### src/rtl/ili9341_spi_rx_if.sv
// Bundle of the ILI9341 4-wire serial lines plus the decoded command/pixel stream.
// The controller side drives the SPI lines (master); the receiver decodes them (slave).
interface ili9341_spi_rx_if #(
  parameter int COORD_W = 9
);
  logic               spi_sck;
  logic               spi_cs;
  logic               spi_mosi;
  logic               spi_dc;
  logic               cmd_valid;
  logic [7:0]         cmd_byte;
  logic               pixel_valid;
  logic [15:0]        pixel_data;
  logic [COORD_W-1:0] pixel_x;
  logic [COORD_W-1:0] pixel_y;
  logic               frame_done;
  logic               window_err;

  modport master (
    output spi_sck, spi_cs, spi_mosi, spi_dc,
    input  cmd_valid, cmd_byte, pixel_valid, pixel_data,
    input  pixel_x, pixel_y, frame_done, window_err
  );

  modport slave (
    input  spi_sck, spi_cs, spi_mosi, spi_dc,
    output cmd_valid, cmd_byte, pixel_valid, pixel_data,
    output pixel_x, pixel_y, frame_done, window_err
  );
endinterface

### src/rtl/ili9341_spi_rx.sv
// ILI9341 serial-bus sniffer: oversamples SPI mode 0, assembles bytes, tracks the
// CASET/PASET window and emits RAMWR pixels as RGB565 words with coordinates.
module ili9341_spi_rx #(
  parameter int WIDTH   = 240,
  parameter int HEIGHT  = 320,
  parameter int COORD_W = 9
) (
  input  logic                clk,
  input  logic                rst,
  ili9341_spi_rx_if.slave     bus
);

  typedef enum logic [2:0] {
    S_IDLE,
    S_CASET_P,
    S_PASET_P,
    S_RAMWR,
    S_IGNORE
  } state_t;

  localparam logic [15:0] X_LIM = 16'(WIDTH);
  localparam logic [15:0] Y_LIM = 16'(HEIGHT);

  // Stage 0: two-flop synchronizer {sck, cs, mosi, dc} plus delayed sck for edge detect
  logic [3:0] sync_a_p0;
  logic [3:0] sync_b_p0;
  logic       sck_d_p0;

  always_ff @(posedge clk) begin
    if (rst) begin
      sync_a_p0 <= 4'b0100;
      sync_b_p0 <= 4'b0100;
      sck_d_p0  <= 1'b0;
    end else begin
      sync_a_p0 <= {bus.spi_sck, bus.spi_cs, bus.spi_mosi, bus.spi_dc};
      sync_b_p0 <= sync_a_p0;
      sck_d_p0  <= sync_b_p0[3];
    end
  end

  logic sck_s, cs_s, mosi_s, dc_s, sck_rise;
  assign sck_s    = sync_b_p0[3];
  assign cs_s     = sync_b_p0[2];
  assign mosi_s   = sync_b_p0[1];
  assign dc_s     = sync_b_p0[0];
  assign sck_rise = sck_s & ~sck_d_p0 & ~cs_s;

  // Stage 1: bit shifter; a completed byte is presented for one cycle with vld_p1
  logic [6:0] shift_p1;
  logic [2:0] bit_cnt_p1;
  logic [7:0] byte_p1;
  logic       dc_p1;
  logic       vld_p1;

  always_ff @(posedge clk) begin
    if (rst) begin
      bit_cnt_p1 <= 3'd0;
      vld_p1     <= 1'b0;
    end else begin
      vld_p1 <= 1'b0;
      if (cs_s) begin
        bit_cnt_p1 <= 3'd0;
      end else if (sck_rise) begin
        bit_cnt_p1 <= bit_cnt_p1 + 3'd1;
        if (bit_cnt_p1 == 3'd7) vld_p1 <= 1'b1;
      end
    end
  end

  always_ff @(posedge clk) begin
    if (sck_rise) begin
      shift_p1 <= {shift_p1[5:0], mosi_s};
      if (bit_cnt_p1 == 3'd7) begin
        byte_p1 <= {shift_p1, mosi_s};
        dc_p1   <= dc_s;
      end
    end
  end

  // Stage 2: command/parameter decoder, window tracking and pixel assembly
  state_t             state_p2, state_n;
  logic [1:0]         pidx_p2, pidx_n;
  logic [23:0]        shadow_p2, shadow_n;
  logic               half_p2, half_n;
  logic [7:0]         hi_p2, hi_n;
  logic [COORD_W-1:0] xs_p2, xe_p2, ys_p2, ye_p2;
  logic [COORD_W-1:0] xs_n, xe_n, ys_n, ye_n;
  logic [COORD_W-1:0] x_p2, y_p2, x_n, y_n;
  logic               cmd_vld_p2, cmd_vld_n;
  logic [7:0]         cmd_byte_p2, cmd_byte_n;
  logic               pix_vld_p2, pix_vld_n;
  logic [15:0]        pix_data_p2, pix_data_n;
  logic [COORD_W-1:0] pix_x_p2, pix_y_p2, pix_x_n, pix_y_n;
  logic               frame_p2, frame_n;
  logic               werr_p2, werr_n;
  logic [15:0]        win_start, win_stop;
  logic               win_ok;

  always_comb begin
    state_n    = state_p2;
    pidx_n     = pidx_p2;
    shadow_n   = shadow_p2;
    half_n     = half_p2;
    hi_n       = hi_p2;
    xs_n       = xs_p2;
    xe_n       = xe_p2;
    ys_n       = ys_p2;
    ye_n       = ye_p2;
    x_n        = x_p2;
    y_n        = y_p2;
    cmd_vld_n  = 1'b0;
    cmd_byte_n = cmd_byte_p2;
    pix_vld_n  = 1'b0;
    pix_data_n = pix_data_p2;
    pix_x_n    = pix_x_p2;
    pix_y_n    = pix_y_p2;
    frame_n    = 1'b0;
    werr_n     = 1'b0;
    // Fourth parameter byte completes the window; earlier three sit in the shadow
    win_start  = shadow_p2[23:8];
    win_stop   = {shadow_p2[7:0], byte_p1};
    win_ok     = (win_start <= win_stop);

    if (vld_p1) begin
      if (!dc_p1) begin
        cmd_vld_n  = 1'b1;
        cmd_byte_n = byte_p1;
        pidx_n     = 2'd0;
        half_n     = 1'b0;
        case (byte_p1)
          8'h2A:   state_n = S_CASET_P;
          8'h2B:   state_n = S_PASET_P;
          8'h2C: begin
            state_n = S_RAMWR;
            x_n     = xs_p2;
            y_n     = ys_p2;
          end
          default: state_n = S_IGNORE;
        endcase
      end else begin
        case (state_p2)
          S_CASET_P, S_PASET_P: begin
            shadow_n = {shadow_p2[15:0], byte_p1};
            pidx_n   = pidx_p2 + 2'd1;
            if (pidx_p2 == 2'd3) begin
              state_n = S_IGNORE;
              if (state_p2 == S_CASET_P) begin
                if (win_ok && (win_stop < X_LIM)) begin
                  xs_n = win_start[COORD_W-1:0];
                  xe_n = win_stop[COORD_W-1:0];
                end else begin
                  werr_n = 1'b1;
                end
              end else begin
                if (win_ok && (win_stop < Y_LIM)) begin
                  ys_n = win_start[COORD_W-1:0];
                  ye_n = win_stop[COORD_W-1:0];
                end else begin
                  werr_n = 1'b1;
                end
              end
            end
          end
          S_RAMWR: begin
            if (!half_p2) begin
              hi_n   = byte_p1;
              half_n = 1'b1;
            end else begin
              half_n     = 1'b0;
              pix_vld_n  = 1'b1;
              pix_data_n = {hi_p2, byte_p1};
              pix_x_n    = x_p2;
              pix_y_n    = y_p2;
              if (x_p2 == xe_p2) begin
                x_n = xs_p2;
                if (y_p2 == ye_p2) begin
                  y_n     = ys_p2;
                  frame_n = 1'b1;
                end else begin
                  y_n = y_p2 + COORD_W'(1);
                end
              end else begin
                x_n = x_p2 + COORD_W'(1);
              end
            end
          end
          default: ;
        endcase
      end
    end
  end

  always_ff @(posedge clk) begin
    if (rst) begin
      state_p2    <= S_IDLE;
      pidx_p2     <= 2'd0;
      half_p2     <= 1'b0;
      xs_p2       <= '0;
      xe_p2       <= COORD_W'(WIDTH - 1);
      ys_p2       <= '0;
      ye_p2       <= COORD_W'(HEIGHT - 1);
      x_p2        <= '0;
      y_p2        <= '0;
      cmd_vld_p2  <= 1'b0;
      cmd_byte_p2 <= 8'h00;
      pix_vld_p2  <= 1'b0;
      pix_data_p2 <= 16'h0000;
      pix_x_p2    <= '0;
      pix_y_p2    <= '0;
      frame_p2    <= 1'b0;
      werr_p2     <= 1'b0;
    end else begin
      state_p2    <= state_n;
      pidx_p2     <= pidx_n;
      half_p2     <= half_n;
      xs_p2       <= xs_n;
      xe_p2       <= xe_n;
      ys_p2       <= ys_n;
      ye_p2       <= ye_n;
      x_p2        <= x_n;
      y_p2        <= y_n;
      cmd_vld_p2  <= cmd_vld_n;
      cmd_byte_p2 <= cmd_byte_n;
      pix_vld_p2  <= pix_vld_n;
      pix_data_p2 <= pix_data_n;
      pix_x_p2    <= pix_x_n;
      pix_y_p2    <= pix_y_n;
      frame_p2    <= frame_n;
      werr_p2     <= werr_n;
    end
  end

  always_ff @(posedge clk) begin
    shadow_p2 <= shadow_n;
    hi_p2     <= hi_n;
  end

  assign bus.cmd_valid   = cmd_vld_p2;
  assign bus.cmd_byte    = cmd_byte_p2;
  assign bus.pixel_valid = pix_vld_p2;
  assign bus.pixel_data  = pix_data_p2;
  assign bus.pixel_x     = pix_x_p2;
  assign bus.pixel_y     = pix_y_p2;
  assign bus.frame_done  = frame_p2;
  assign bus.window_err  = werr_p2;

endmodule

### src/flat_wrapper.sv
// flat-port wrapper written by rule: the top's interface ports become plain ports
module ili9341_spi_rx_flat 
#(
  parameter int WIDTH   = 240,
  parameter int HEIGHT  = 320,
  parameter int COORD_W = 9
)
  (clk, rst, bus_spi_sck, bus_spi_cs, bus_spi_mosi, bus_spi_dc, bus_cmd_valid, bus_cmd_byte, bus_pixel_valid, bus_pixel_data, bus_pixel_x, bus_pixel_y, bus_frame_done, bus_window_err);
  ili9341_spi_rx_if #(.COORD_W(COORD_W)) bus_i ();
  input  logic clk;
  input  logic rst;
  input wire logic [$bits(bus_i.spi_sck)-1:0] bus_spi_sck;
  input wire logic [$bits(bus_i.spi_cs)-1:0] bus_spi_cs;
  input wire logic [$bits(bus_i.spi_mosi)-1:0] bus_spi_mosi;
  input wire logic [$bits(bus_i.spi_dc)-1:0] bus_spi_dc;
  output wire logic [$bits(bus_i.cmd_valid)-1:0] bus_cmd_valid;
  output wire logic [$bits(bus_i.cmd_byte)-1:0] bus_cmd_byte;
  output wire logic [$bits(bus_i.pixel_valid)-1:0] bus_pixel_valid;
  output wire logic [$bits(bus_i.pixel_data)-1:0] bus_pixel_data;
  output wire logic [$bits(bus_i.pixel_x)-1:0] bus_pixel_x;
  output wire logic [$bits(bus_i.pixel_y)-1:0] bus_pixel_y;
  output wire logic [$bits(bus_i.frame_done)-1:0] bus_frame_done;
  output wire logic [$bits(bus_i.window_err)-1:0] bus_window_err;
  assign bus_i.spi_sck = bus_spi_sck;
  assign bus_i.spi_cs = bus_spi_cs;
  assign bus_i.spi_mosi = bus_spi_mosi;
  assign bus_i.spi_dc = bus_spi_dc;
  assign bus_cmd_valid = bus_i.cmd_valid;
  assign bus_cmd_byte = bus_i.cmd_byte;
  assign bus_pixel_valid = bus_i.pixel_valid;
  assign bus_pixel_data = bus_i.pixel_data;
  assign bus_pixel_x = bus_i.pixel_x;
  assign bus_pixel_y = bus_i.pixel_y;
  assign bus_frame_done = bus_i.frame_done;
  assign bus_window_err = bus_i.window_err;
  ili9341_spi_rx #(.WIDTH(WIDTH), .HEIGHT(HEIGHT), .COORD_W(COORD_W)) u_core (.clk(clk), .rst(rst), .bus(bus_i));
endmodule
### config.mk
export PLATFORM = sky130hd
export DESIGN_NAME = ili9341_spi_rx_flat
export DESIGN_NICKNAME = d
export VERILOG_FILES = /design/src/rtl/ili9341_spi_rx_if.sv /design/src/rtl/ili9341_spi_rx.sv /design/src/flat_wrapper.sv
export SDC_FILE = /design/constraint.sdc
export NUM_CORES = 1
export LEC_CHECK = 0
export ABC_AREA = 1
export CAP_MARGIN = 5
export CORE_ASPECT_RATIO = 0.75
export CORE_MARGIN = 3
export CORE_UTILIZATION = 29
export CTS_CLUSTER_SIZE = 8
export DETAILED_ROUTE_END_ITERATION = 6
export PLACE_DENSITY = 0.44
export SETUP_SLACK_MARGIN = 0.05
export SLEW_MARGIN = 20
export SYNTH_ARGS = -nofsm -noshare
export SYNTH_HDL_FRONTEND = slang
export SYNTH_SLANG_ARGS = --single-unit
### constraint.sdc
create_clock -name clk -period 2.4 [get_ports clk]
set_input_delay 0.48 -clock clk [delete_from_list [all_inputs] [get_ports clk]]
set_output_delay 0.48 -clock clk [all_outputs]
set_load 0.05 [all_outputs]
# ---- Yosys cells after proc, flatten, opt, wreduce, memory -nomap -nowiden
# Index checks and enable logic that the tools add are counted.
# Widths: inputs -> output; s select.
dict set report totals {
  out_inout_bits 46
  in_bits 6
  word_cells 111
  register_bits 167
}
dict set report op_classes {
  add_sub_neg 4
  n_lt_le_gt_ge 3
  muxes 27
  n_eq_ne 15
  n_reduce_logical 22
  bitwise 13
}
# operator n
set ops {}
lappend ops {{$mux 9} 11}
lappend ops {{$eq 8x6->1 const B} 3}
lappend ops {{$add 9x1->9 const B} 2}
lappend ops {{$eq 9x9->1} 2}
lappend ops {{$le 16x16->1} 1}
lappend ops {{$lt 16x8->1 const B} 1}
lappend ops {{$lt 16x9->1 const B} 1}
lappend ops {{$reduce_and 4->1} 3}
lappend ops {{$reduce_and 6->1} 2}
lappend ops {{$not 1->1} 11}
lappend ops {{$mux 1} 10}
lappend ops {{$ne 2x2->1 const B} 5}
lappend ops {{$mux 3} 3}
lappend ops {{$pmux 3 s3} 1}
lappend ops {{$reduce_and 2->1} 4}
lappend ops {{$eq 3x2->1 const B} 2}
lappend ops {{$reduce_and 3->1} 2}
lappend ops {{$reduce_or 2->1} 3}
lappend ops {{$reduce_or 6->1} 1}
lappend ops {{$reduce_and 5->1} 1}
lappend ops {{$reduce_or 5->1} 1}
lappend ops {{$mux 2} 2}
lappend ops {{$reduce_or 4->1} 1}
lappend ops {{$add 3x1->3 const B} 1}
lappend ops {{other kinds (8)} 10}

# ---- Depth between registers and ports, before layout
# Gate-level depths: netlist (run 1).
dict set report depth {
  ltp_word 6
  ltp_mapped 17
  ltp_nobuf 16
}

# ---- Worst setup path after synthesis (run 1)
# OpenSTA, ideal clock, no wires.
dict set report synth_path {
  path_kind {register to register}
  startpoint {register u_core.state_p2[2]}
  endpoint {register u_core.shadow_p2[0] (enable)}
  setup_time_ns 0.408
  period_less_slack_ns 2.218
  slack_ns 0.182
  required_ns 1.992
  n_path_buf 0
  t_arrival_ns 1.810
  stages_incl_launch_ff 6
  cell_sequence {dfxtp_1 > inv_1 > nand3_1 > nand2_1 > inv_1 > nor2_1}
}
dict set report synth_via {
  elab_chain_cells 3
  word_cells_on_any_way 4
  classes_between {2 x eq/ne; 2 x reduce/logical}
}
# item line_no
set synth_rtl {}
lappend synth_rtl {{start: declaration} ili9341_spi_rx.sv:81} ;# state_t state_p2, state_n;
lappend synth_rtl {{start signal: assignment} ili9341_spi_rx.sv:213} ;# state_p2 <= state_n;
lappend synth_rtl {{$eq 3x2->1 or $eq 3x1->1 (tied branches)} ili9341_spi_rx.sv:141} ;# case (state_p2)
lappend synth_rtl {{$reduce_or 2->1 (*)} ili9341_spi_rx.sv:141}
lappend synth_rtl {{$reduce_and 3->1 (no line) (*)} n/a}
lappend synth_rtl {{end signal: assignment} ili9341_spi_rx.sv:234} ;# shadow_p2 <= shadow_n;
lappend synth_rtl {{end: declaration} ili9341_spi_rx.sv:83} ;# logic [23:0] shadow_p2, shadow_n;
# Mark *: on every way between the ends. The rest lies on a longest branch, timed or not.
# A chain may end at the register's enable or synchronous reset.

# ---- Worst setup path after layout (run 1)
dict set report layout_path {
  startpoint {register u_core.shadow_p2[6]}
  endpoint {register u_core.xs_p2[3]}
}
dict set report layout_via {
  elab_chain_cells 3
  word_cells_on_any_way 4
  classes_between {2 x order compare; 2 x reduce/logical}
}
# item line_no
set layout_rtl {}
lappend layout_rtl {{$le 16x16->1 or $lt 16x8->1 (tied branches)} {ili9341_spi_rx.sv:122, ili9341_spi_rx.sv:148}}
lappend layout_rtl {{$logic_and 1x1->1 (*)} ili9341_spi_rx.sv:148} ;# if (win_ok && (win_stop < X_LIM)) begin
lappend layout_rtl {{$reduce_and 6->1 (no line) (*)} n/a}
lappend layout_rtl {{end signal: assignment} ili9341_spi_rx.sv:216} ;# xs_p2 <= xs_n;
lappend layout_rtl {{end: declaration} ili9341_spi_rx.sv:86} ;# logic [COORD_W-1:0] xs_p2, xe_p2, ys_p2, ye_p2;
# Marked as above.

==> results.txt, run 1 <==
Start point of the worst min-delay path: u_core.sync_a_p0[1]$_SDFF_PP0_. The number of clock buffers added by TritonCTS is 17. The total area inside the core boundary comes to 24300 µm².

The clock tree synthesis step divided the H-tree into 4 levels. TritonCTS built the clock tree. The relative slew slack was 47.0%; the delay of the slowest cell on the worst path was 0.75 ns.

Measured along the x axis, the die boundary spans 188 µm. The number of antenna diodes in the final layout is 0. The critical path in this run is classified as reg2reg. In this run the register-to-register setup slack is 0.22 ns. Setup repair after global routing could not meet its margin everywhere.

The tools report the number of max-capacitance violations reported as 0. The register with the most flip-flops in the final layout is u_core.shadow_p2. The number of nets in the synthesized netlist is 867. For this run, the register share of the synthesized area comes to 52.9%. Summed over all failing endpoints, the final setup total negative slack is 0 ns. The final critical path takes up 90.9% of the cycle. Wire segments on met2 add up to 7.58 mm in the final route.

Maximum operating frequency: 458 MHz. The worst hold path passes through 2 cells. The detailed-route vias per instance works out to 4.47. Clock tree synthesis found a total of 167 sinks. The logs give 5268 for the number of global-route vias before repair and 935 for the number of nets at the end of the flow. The floorplan step defined a die boundary enclosing 26900 µm². The worst-path cell with the longest stage delay is sky130_fd_sc_hd__nor3_4. The detailed router put a total of 10.8 mm of wire on met1. The routed layout has 5594 vias. The share of total power consumed by net switching is 22.4%, and the detailed-route DRC error count is 0. The tools report the final count of negative-setup-slack endpoints as 0. The layout overhead on the synthesized area was 22.0%. The maximum number of pins on one net before global-route repair was 75. The pre-antenna-repair detailed-routing pass consisted of 5 iterations.

Post-DP HPWL: 13.2 mm. Synthesis inferred 167 register bits. The tools report the initial standard-cell utilization of the core as 29.8%. The run gives 30.4 mm as the wire length of the first global-routing pass. Leaving out fill and tap cells, the most frequent cell in the layout is sky130_fd_sc_hd__nand2_1. In this run, the clock network consumes 48.7% of the power. The tools report the endpoint required time on the critical path as 2.77 ns. Traced cell by cell, the critical path runs through clkinv_1 -> nand4_1 -> nor3_4 -> nand3_4 -> nand2_1 -> inv_1 -> nor2_1. Share of power burned in registers: 50.2%. Summing every instance area after synthesis gives 7230 µm². Number of max-slew violations in the final report: 0. Clock tree synthesis selected as its root buffer the cell sky130_fd_sc_hd__clkbuf_16. The worst path in the final design needs a cycle of 2.18 ns, including I/O delays and setup.

Buffers placed on the I/O ports in this run total 51. The number of endpoints with negative hold slack in the final report came out at 0. For the worst supply voltage drop on vdd, the log shows 0.000477 V. The post-route clock skew was 0.0119 ns; the overall die height was 143 µm.

Routability-driven placement finished with a final weighted congestion of 0.802. The tools report the largest buffer count on any clock path as 2. Of the cells placed in the final design, the portion with a size suffix greater than 1 is 10.2%. The register with the most flip-flops in the layout has 24 of them. The number of antenna violations at the first check in global routing was 1. The reg-to-reg startpoint is u_core.shadow_p2[6]$_DFFE_PP_.

The leakage power is 0.00362 µW, and the arrival time at the worst endpoint is 2.55 ns. The final layout contains routed wiring with a total length of 19.2 mm. The worst setup path is launched from a flip-flop. The routed wirelength normalized by instance count came out at 15.3 µm. The worst setup path is captured at a flip-flop. The tools report the power dissipated by switching net loads as 1290 µW. The slew at the pin with the worst max-slew slack was 0.793 ns. The clock latency at the later pin of the worst-skew pair is 0.43 ns. Of all nets on the critical path, the largest fanout is 19. The detailed router finished its first iteration with 398 violations. The average cell area after synthesis was 8.61 µm². The cell count after synthesis came out at 840. During synthesis, Yosys emitted a total of 0 warnings. The run gives 2567 as the total of fill cells in the finished design. The post-route total power is 5760 µW. The run finished with clean final reports. The worst register-to-register path ends at u_core.xs_p2[3]$_SDFFE_PP0P_. For the worst flop-to-flop path, the logic depth is 7.

The internal power of the cells totals 4470 µW. Dividing total power by cell area gives a power density of 653 nW/µm². The path with the worst hold slack has its endpoint at u_core.sync_b_p0[1]$_SDFF_PP0_. The path class of the tightest hold or removal check is reg2reg. After clock tree synthesis, the clock-pin slew on the worst setup and hold paths is 0.07 ns.

For this design the top-level I/O count stands at 52. The top routing layer in use was met4. In the detailed route, the total length drawn on met3 is 648 µm.

The global-route usage over all layers is 14.6%. The number of placement rows is 49. Per report_power, the combinational group accounts for 1.2% of the total.

The detail route stage leaves a number of antenna-violating nets equal to 0. The number of different library cells used by synthesis comes to 39. In the layout the commonest cells are 133 x sky130_fd_sc_hd__nand2_1, 119 x sky130_fd_sc_hd__dfxtp_1, 101 x sky130_fd_sc_hd__inv_1. Global routing finished with a remaining overflow of 0.
-- cells by family after synthesis --
kind of cell | after synthesis | synth area share, %
XOR/XNOR | 25 | 3.03
flip-flops | 167 | 52.9
AND/OR/NAND/NOR | 359 | 23.1
AO/OA/AOI/OAI | 123 | 8.86
adder cells (fa/ha/maj) | 21 | 3.63
buffers and inverters | 145 | 8.56
-- routing by layer --
metal  global-route usage [%]  vias up
met4                     2.94        0
met2                     20.6       82
met3                     3.63        9
met1                     22.6     2602
li1                         -     2901
met5                        0        -
-- Yosys cell counts --
cell type                  count  area share (%)
sky130_fd_sc_hd__a21oi_1      56             3.9
sky130_fd_sc_hd__clkbuf_1     12            0.62
sky130_fd_sc_hd__edfxtp_1     48              20
sky130_fd_sc_hd__nor4_2        1            0.17
sky130_fd_sc_hd__o21bai_4      1            0.26
sky130_fd_sc_hd__clkbuf_2      3            0.21
sky130_fd_sc_hd__o21bai_1      1            0.10
sky130_fd_sc_hd__nand3_1      48             3.3
sky130_fd_sc_hd__inv_2         3            0.16
sky130_fd_sc_hd__nand3_4       3            0.73
sky130_fd_sc_hd__nor3_4        2            0.45
sky130_fd_sc_hd__xor2_1       11             1.3
sky130_fd_sc_hd__dfxtp_1     119              33
sky130_fd_sc_hd__or2_2         4            0.35
sky130_fd_sc_hd__buf_2        12            0.83
sky130_fd_sc_hd__nand3b_1      1            0.10
sky130_fd_sc_hd__nand4_1      44             3.8
sky130_fd_sc_hd__buf_1         1           0.052
sky130_fd_sc_hd__o21ai_1       2            0.14
sky130_fd_sc_hd__nor3_1       10            0.69
sky130_fd_sc_hd__clkinv_1      1           0.052
sky130_fd_sc_hd__xnor2_1      14             1.7
sky130_fd_sc_hd__buf_4         7            0.73
sky130_fd_sc_hd__nor2_4        1            0.16
sky130_fd_sc_hd__or2_0         1           0.087
sky130_fd_sc_hd__inv_1       102             5.3
sky130_fd_sc_hd__o21ai_0      60             4.2
sky130_fd_sc_hd__buf_6         4            0.62
sky130_fd_sc_hd__nor2_8        1            0.28
sky130_fd_sc_hd__nor4_1        2            0.17
sky130_fd_sc_hd__nor3_2        1            0.14
sky130_fd_sc_hd__nor2_1      100             5.2
sky130_fd_sc_hd__a21oi_2       1            0.12
sky130_fd_sc_hd__nand2_1     135             7.0
sky130_fd_sc_hd__nand2_2       4            0.35
sky130_fd_sc_hd__ha_1         21             3.6
sky130_fd_sc_hd__a21o_1        1            0.10
sky130_fd_sc_hd__o31ai_1       1            0.10
sky130_fd_sc_hd__or2_1         1           0.087
-- repair_timing --
| item | CTS | global route |
|---|---|---|
| hold buffers | 0 | 0 |
| endpoints found under the setup margin | 0 | 44 |
| resized for setup | 0 | 2 |
| buffers inserted | 0 | 2 |
-- per-stage QoR --
stage | setup slack (ns) | util [%] | hold WS [ns] | cells | instance area (µm²)
2_1_floorplan | 0.182 | - | 0.386 | 840 | 7230
3_3_place_gp | 0.178 | 33.8 | 0.389 | 1218 | 8220
3_5_place_dp | 0.182 | 33.8 | 0.391 | 1218 | 8220
4_1_cts | 0.150 | 36.3 | 0.403 | 1250 | 8810
5_1_grt | 0.0458 | 36.4 | 0.422 | 1252 | 8830
6_report | 0.219 | 36.4 | 0.401 | 1252 | 8830
-- power by group through the flow --
| stage | registers (µW) | logic [µW] | clock network, µW |
|---|---|---|---|
| after floorplan | 2950 | 39.1 | 0 |
| after global placement | 2960 | 68.0 | 0 |
| after detailed placement | 2960 | 68.0 | 0 |
| after CTS | 2890 | 68.1 | 2880 |
| after global routing | 2890 | 74.8 | 3000 |
| final | 2890 | 66.3 | 2800 |
-- how the worst max path moves through the flow --
stage	to	start	cells after the start	slack, ns
final	u_core.xs_p2[3]$_SDFFE_PP0P_	u_core.shadow_p2[6]$_DFFE_PP_	7	0.22
after global routing	u_core.ys_p2[3]$_SDFFE_PP0P_	u_core.byte_p1[7]$_DFFE_PP_	8	0.05
after CTS	u_core.x_p2[6]$_SDFFE_PP0P_	u_core.byte_p1[6]$_DFFE_PP_	8	0.15
after detailed placement	u_core.x_p2[6]$_SDFFE_PP0P_	u_core.byte_p1[6]$_DFFE_PP_	8	0.18
after global placement	u_core.x_p2[3]$_SDFFE_PP0P_	u_core.byte_p1[6]$_DFFE_PP_	8	0.18
after floorplan	u_core.shadow_p2[0]$_DFFE_PP_	u_core.state_p2[2]$_SDFFE_PP0P_	5	0.18
-- worst max-delay path, delay by kind of cell (launching register included) --
kind,cells,cell delay [ns]
DFF,1,0.40
and+or+nand+nor,5,1.58
buffers and inverters,2,0.14
-- cell type report --
type	instances	area (µm²)	share of cell area, %
Sequential cell	167	3820	43.3
Multi-Input combinational cell	528	2800	31.7
Timing Repair Buffer	88	801	9.07
Clock buffer	17	425	4.82
Tap cell	331	414	4.69
Inverter	106	398	4.51
Clock inverter	15	166	1.89
Power figures use the tool's default switching activity.
==> run 2, diff against run 1 <==
--- a/config.mk
+++ b/config.mk
@@ -12,9 +12,8 @@
 export CORE_UTILIZATION = 29
 export CTS_CLUSTER_SIZE = 8
 export DETAILED_ROUTE_END_ITERATION = 6
-export PLACE_DENSITY = 0.44
+export RECOVER_POWER = 50
 export SETUP_SLACK_MARGIN = 0.05
-export SLEW_MARGIN = 20
 export SYNTH_ARGS = -nofsm -noshare
 export SYNTH_HDL_FRONTEND = slang
 export SYNTH_SLANG_ARGS = --single-unit
==> results.txt, run 2 (same netlist as run 1, synthesis figures left out) <==
Flip-flop count of the largest register after layout: 24 (unchanged). The maximum number of pins on one net before global-route repair is 98 (was 75), and the minimum clock period is 2.24 ns (was 2.18 ns). The tools report the filler-free cell count of the finished design as 1245 (was 1252). Antenna violation net count after detailed routing: 0 (unchanged).

The tools report the number of clock buffers inserted by TritonCTS as 17 (unchanged). The run finished with clean final reports. The critical path launch point type was a flip-flop (unchanged).

The run gives 0 (was 1) as the number of antenna violations at the first check in global routing. Number of max-capacitance violations reported: 0 (unchanged). The logs give 167 (unchanged) for the clock net sink count and 0 (unchanged) for the number of antenna cells inserted. The logs give 928 (was 935) for the number of nets at the end of the flow and 24300 µm² (unchanged) for the area of the placeable core. The run gives 5270 (was 5268) as the number of global-route vias before repair. The number of endpoints with negative hold slack in the final report was 0 (unchanged); the detailed-route DRC error count was 0 (unchanged).

The routed wirelength normalized by instance count was 14.3 µm (was 15.3 µm); the worst supply voltage drop on vdd was 0.000423 V (was 0.000477 V). The overall die height is 143 µm (unchanged). The tools report the total of fill cells in the finished design as 2538 (was 2567). The maximum fanout count along the critical path was 41 (was 19); the post-route clock skew was 0.0103 ns (was 0.0119 ns). The tools report the post-layout utilization of the core as 36.1% (was 36.4%). The path type of the worst min-delay path was reg2reg (unchanged).

Highest-count cells in the layout ignoring fill and taps: 136 x sky130_fd_sc_hd__nand2_1, 119 x sky130_fd_sc_hd__dfxtp_1, 102 x sky130_fd_sc_hd__inv_1 (was 133 x sky130_fd_sc_hd__nand2_1, 119 x sky130_fd_sc_hd__dfxtp_1, 101 x sky130_fd_sc_hd__inv_1). The initial standard-cell utilization of the core is 29.8% (unchanged). Final global-route overflow total: 0 (unchanged). Register ranked first by flip-flop count: u_core.shadow_p2 (unchanged). The tools report the count of H-tree levels built during CTS as 4 (unchanged). The detailed-route vias per instance was 4.58 (was 4.47). The buffer and inverter count on the worst path was 2 (unchanged); the layout overhead on the synthesized area was 21.0% (was 22.0%). The detailed-router iteration count before antenna repair was 5 (unchanged). The x dimension of the die is 188 µm (unchanged). Post-DP HPWL: 12.2 mm (was 13.2 mm). The endpoint required time on the critical path was 2.72 ns (was 2.77 ns).

For the number of placement rows, the log shows 49 (unchanged). The critical path capture point type was a flip-flop (unchanged). The ratio of final minimum period to clock period works out to 93.4% (was 90.9%).

For the leakage power, the log shows 0.00354 µW (was 0.00362 µW). The tools report the die footprint as 26900 µm² (unchanged). The slew at the pin with the worst max-slew slack is 1.01 ns (was 0.793 ns). The final weighted congestion of routability-driven global placement is 0.874 (was 0.802). The root cell of the clock tree is sky130_fd_sc_hd__clkbuf_16 (unchanged).

The delay of the slowest cell on the worst path is 0.49 ns (was 0.75 ns). The overall routed net length was 17.8 mm (was 19.2 mm). The clock latency at the later pin of the worst-skew pair was 0.43 ns (about the same); the number of max-slew violations in the final report was 0 (unchanged).

Share of cells above drive strength 1: 8.10% (was 10.2%). Cell chain of the critical path: inv_1 -> ha_1 -> a21o_1 -> nor2_1 -> nand2_1 -> nand2_1 -> nand2_1 -> nand2_1 -> buf_12 -> nand4_1 -> nand2_1 -> nor2_1 (was clkinv_1 -> nand4_1 -> nor3_4 -> nand3_4 -> nand2_1 -> inv_1 -> nor2_1). The total power density per cell area was 656 nW/µm² (was 653 nW/µm²). The logs give 32.7% (was 47.0%) for the relative slew slack and 28.5 mm (was 30.4 mm) for the wire length of the first global-routing pass. Global-route usage over all layers: 13.5% (was 14.6%). The largest buffer count on any clock path was 2 (unchanged). The tools report the number of placed instances, taps included as 1211 (was 1218). Worst-path cell with the longest stage delay: sky130_fd_sc_hd__edfxtp_1 (was sky130_fd_sc_hd__nor3_4). Setup repair after global routing could not meet its margin everywhere. The category of cells accounting for the largest share of critical-path delay was simple AND/OR/NAND/NOR gates (unchanged). Count of routing violations after the opening detailed-route iteration: 496 (was 398). TritonCTS built the clock tree. Clock transition at the registers of the reported paths: 0.07 ns (about the same). The run gives 2.56 ns (was 2.55 ns) as the arrival time at the worst endpoint. The cell that appears most often on the critical path is sky130_fd_sc_hd__nand2_1.

The total via count in the routed design was 5701 (was 5594); the maximum operating frequency was 446 MHz (was 458 MHz). The commonest non-fill, non-tap cell in the layout was sky130_fd_sc_hd__nand2_1 (unchanged). The number of top-level pins is 52 (unchanged). The run gives 0 (unchanged) as the final count of negative-setup-slack endpoints. The path type of the worst setup path was reg2reg (unchanged).

The number of port buffers was 51 (unchanged). Summed negative setup slack over all endpoints: 0 ns (unchanged).
[run 2: worst paths after layout]
path / startpoint / endpoint / slack [ns] / cells after the start
hold / removal: u_core.sync_b_p0[0]$_SDFF_PP0_ / u_core.dc_p1$_DFFE_PP_ / 0.40 / 0
setup / recovery: u_core.byte_p1[7]$_DFFE_PP_ / u_core.ys_p2[1]$_SDFFE_PP0P_ / 0.16 / 12
hold reg to reg: u_core.sync_b_p0[0]$_SDFF_PP0_ / u_core.dc_p1$_DFFE_PP_ / 0.40 / 0
setup reg to reg: u_core.byte_p1[7]$_DFFE_PP_ / u_core.ys_p2[1]$_SDFFE_PP0P_ / 0.16 / 12
[run 2: through the flow]
step | hold WS, ns | total power, µW | instance area (µm²) | worst slack, ns
after floorplan | 0.386 | 2990 | 7230 | 0.182
after global placement | 0.386 | 3020 | 8180 | 0.208
after detailed placement | 0.395 | 3020 | 8180 | 0.248
after CTS | 0.407 | 5800 | 8770 | 0.224
after global routing | 0.420 | 5940 | 8750 | 0.0338
final | 0.405 | 5740 | 8750 | 0.158
[run 2: repair_timing]
action                                  in CTS  in global routing
endpoints found under the setup margin       0                 36
gates resized for setup                      0                  3
setup buffers                                0                  0
endpoints found under the hold margin        0                  0
hold buffers                                 0                  0
[run 2: report_power, final]
part | internal (µW) | switching (µW)
registers | 2890 | 1.91
clock network | 1560 | 1230
logic | 19.8 | 40.7
[run 2: cell type report]
cell class | instances | area (µm²) | share of cell area (%)
sequential | 167 | 3820 | 43.7
clock inverter | 15 | 165 | 1.89
multi-input combinational | 530 | 2830 | 32.3
clock buffer | 17 | 425 | 4.86
timing repair buffer | 79 | 697 | 7.96
inverter | 106 | 398 | 4.54
tap | 331 | 414 | 4.73
[run 2: worst reg2reg max path, delay by kind of cell (launching register included)]
| family | cells | cell delay [ns] |
|---|---|---|
| buffers and inverters | 2 | 0.36 |
| flip-flops | 1 | 0.49 |
| AO/OA/AOI/OAI | 1 | 0.17 |
| AND/OR/NAND/NOR | 8 | 0.88 |
| adder cells (fa/ha/maj) | 1 | 0.25 |
[run 2: per-layer routing]
metal,wire length (µm),global-route usage [%]
met5,0,0
met1,8980,19.8
met4,223,4.00
met3,1340,4.66
met2,7230,18.8
==> run 3, diff against run 2 <==
==> constraint.sdc (replaced) <==
create_clock -name clk -period 2.4 [get_ports clk]
set_input_delay 0.24 -clock clk [delete_from_list [all_inputs] [get_ports clk]]
set_output_delay 0.24 -clock clk [all_outputs]
set_load 0.05 [all_outputs]
==> results.txt, run 3 (same netlist as run 1, synthesis figures left out) <==
The flow ran to the end, and the final reports show no timing, DRC or antenna violations. Maximum fanout count along the critical path: 14 (was 41). The tools report the clock latency at the later pin of the worst-skew pair as 0.43 ns (about the same). Highest-count cells in the layout ignoring fill and taps: 136 x sky130_fd_sc_hd__nand2_1, 119 x sky130_fd_sc_hd__dfxtp_1, 102 x sky130_fd_sc_hd__inv_1 (unchanged). The detailed-router iteration count before antenna repair is 5 (unchanged), and the number of clock buffers inserted by TritonCTS is 17 (unchanged). The initial standard-cell utilization of the core was 29.8% (unchanged). The worst supply voltage drop on vdd was 0.000497 V (was 0.000423 V); the share of cells above drive strength 1 was 7.46% (was 8.10%). For the number of placement rows, the log shows 49 (unchanged). The critical path capture point type was a flip-flop (unchanged). The largest buffer count on any clock path is 2 (unchanged), and the x dimension of the die is 188 µm (unchanged). The overall die height came out at 143 µm (unchanged).

The number of placed instances, taps included was 1209 (was 1211); the area of the placeable core was 24300 µm² (unchanged). The root cell of the clock tree is sky130_fd_sc_hd__clkbuf_16 (unchanged). The minimum clock period came out at 2.20 ns (was 2.24 ns). The post-DP HPWL was 12.3 mm (was 12.2 mm); the layout overhead on the synthesized area was 20.7% (was 21.0%).

The number of nets at the end of the flow is 926 (was 928), and the length in cells of the worst reg-to-reg path is 8 (was 12). The count of routing violations after the opening detailed-route iteration is 552 (was 496). The reg-to-reg startpoint is u_core.byte_p1[5]$_DFFE_PP_ (was u_core.byte_p1[7]$_DFFE_PP_).

The tools report the final weighted congestion of routability-driven global placement as 0.859 (was 0.874). The detailed-route vias per instance is 4.57 (was 4.58). Final count of negative-setup-slack endpoints: 0 (unchanged). The number of antenna violations at the first check in global routing was 0 (unchanged).

The detailed-route DRC error count is 0 (unchanged), and the number of global-route vias before repair is 5289 (was 5270). For the leakage power, the log shows 0.00352 µW (was 0.00354 µW). Total via count in the routed design: 5682 (was 5701). The routed wirelength normalized by instance count came out at 14.3 µm (about the same). The number of max-slew violations in the final report was 0 (unchanged).

The overall routed net length was 17.7 mm (was 17.8 mm). The count of H-tree levels built during CTS was 4 (unchanged). The slew at the pin with the worst max-slew slack is 0.696 ns (was 1.01 ns). The number of endpoints with negative hold slack in the final report was 0 (unchanged); the number of max-capacitance violations reported was 0 (unchanged). Antenna violation net count after detailed routing: 0 (unchanged). The tools report the launching instance or port of the critical path as u_core.byte_p1[5]$_DFFE_PP_ (was u_core.byte_p1[7]$_DFFE_PP_). The number of port buffers is 51 (unchanged). The logs give 28.4 mm (was 28.5 mm) for the wire length of the first global-routing pass and 0.20 ns (was 0.16 ns) for the slack of the worst reg-to-reg path. Setup repair after global routing could not meet its margin everywhere. Path type of the worst min-delay path: in2reg (was reg2reg). The tools report the relative slew slack as 53.6% (was 32.7%). Capturing point of the worst reg2reg path: u_core.x_p2[6]$_SDFFE_PP0P_ (was u_core.ys_p2[1]$_SDFFE_PP0P_). The ratio of final minimum period to clock period came out at 91.6% (was 93.4%). The filler-free cell count of the finished design is 1243 (was 1245), and the global-route usage over all layers is 13.5% (about the same). The arrival time at the worst endpoint is 2.49 ns (was 2.56 ns), and the number of antenna cells inserted is 0 (unchanged). The maximum operating frequency came out at 455 MHz (was 446 MHz). The tools report the die footprint as 26900 µm² (unchanged). The register ranked first by flip-flop count is u_core.shadow_p2 (unchanged).

The run gives 2484 (was 2538) as the total of fill cells in the finished design. The tools report the endpoint required time on the critical path as 2.69 ns (was 2.72 ns). Critical path launch point type: a flip-flop (unchanged).

The commonest non-fill, non-tap cell in the layout was sky130_fd_sc_hd__nand2_1 (unchanged). The number of top-level pins came out at 52 (unchanged). Critical path endpoint: u_core.x_p2[6]$_SDFFE_PP0P_ (was u_core.ys_p2[1]$_SDFFE_PP0P_).

For the clock net sink count, the log shows 167 (unchanged). The maximum number of pins on one net before global-route repair came out at 68 (was 98). The path type of the worst setup path is reg2reg (unchanged).

The clock transition at the registers of the reported paths was 0.07 ns (about the same). The summed negative setup slack over all endpoints came out at 0 ns (unchanged). The tools report the final global-route overflow total as 0 (unchanged).

The flip-flop count of the largest register after layout came out at 24 (unchanged). Post-route clock skew: 0.0160 ns (was 0.0103 ns). TritonCTS built the clock tree. The hold buffer count at CTS came out at 0 (unchanged). The total power density per cell area is 661 nW/µm² (was 656 nW/µm²).
[run 3: cell types whose count changed in the layout (fill, tap and decap cells not counted), sizes merged]
cell      previous run  this run
buf                 17        14
bufinv               2         1
clkbuf              28        33
clkinv               7         4
clkinvlp             0         1
nand3               53        52
[run 3: what timing repair did]
item,4_1_cts,5_1_grt
setup endpoints to repair,0,35
buffers inserted,0,1
gates resized for setup,0,1
[run 3: where the power goes]
group          leakage (µW)  switching (µW)  internal, µW
registers           0.00139            2.09          2890
logic               0.00183            40.5          21.7
clock network      0.000297            1220          1590
total               0.00352            1270          4500
[run 3: stage by stage]
step                      util (%)  worst slack (ns)  instance area (µm²)  total power [µW]  hold slack, ns
after floorplan                  -             0.182                 7230              2990           0.344
after global placement        33.6             0.279                 8160              3020           0.388
after detailed placement      33.6             0.250                 8160              3020           0.395
after CTS                     36.1             0.206                 8770              5830           0.301
after global routing          36.0            0.0236                 8730              5970           0.315
final                         36.0             0.202                 8730              5770           0.318
[run 3: area by class of cell]
cell class / count / area, µm² / area share [%]
flip-flops and latches: 167 / 3820 / 43.8
inverters: 106 / 398 / 4.56
repair buffers: 78 / 691 / 7.91
clock buffers: 20 / 479 / 5.49
multi-input cells: 529 / 2800 / 32.0
well taps: 331 / 414 / 4.74
clock inverters: 12 / 128 / 1.46
[run 3: critical path, cell delays in order (launching register included)]
cell,delay (ns)
sky130_fd_sc_hd__edfxtp_1,0.37
sky130_fd_sc_hd__clkbuf_1,0.36
sky130_fd_sc_hd__nand3_1,0.21
sky130_fd_sc_hd__nor2_1,0.27
sky130_fd_sc_hd__o21bai_4,0.16
sky130_fd_sc_hd__inv_2,0.08
sky130_fd_sc_hd__nand2_1,0.28
sky130_fd_sc_hd__o21ai_0,0.26
sky130_fd_sc_hd__a21oi_1,0.05
[run 3: how the worst min path moves through the flow]
stage,from,endpoint,depth (start not counted),slack [ns]
2_1_floorplan,bus_spi_cs,u_core.sync_a_p0[2]$_SDFF_PP1_,1,0.34
3_3_place_gp,u_core.sync_b_p0[0]$_SDFF_PP0_,u_core.dc_p1$_DFFE_PP_,0,0.39
3_5_place_dp,u_core.sync_b_p0[0]$_SDFF_PP0_,u_core.dc_p1$_DFFE_PP_,0,0.39
4_1_cts,bus_spi_mosi,u_core.sync_a_p0[1]$_SDFF_PP0_,3,0.30
5_1_grt,bus_spi_mosi,u_core.sync_a_p0[1]$_SDFF_PP0_,3,0.32
6_report,bus_spi_mosi,u_core.sync_a_p0[1]$_SDFF_PP0_,3,0.32
[run 3: layer usage]
| layer | global-route usage, % | share of wire (%) | vias to the layer above | wire (µm) |
|---|---|---|---|---|
| li1 | - | - | 2887 | - |
| met1 | 19.2 | 51 | 2635 | 8970 |
| met2 | 19.7 | 41 | 143 | 7340 |
| met3 | 4.25 | 6.9 | 17 | 1220 |
| met4 | 3.76 | 1.2 | 0 | 206 |
| met5 | 0 | 0 | - | 0 |
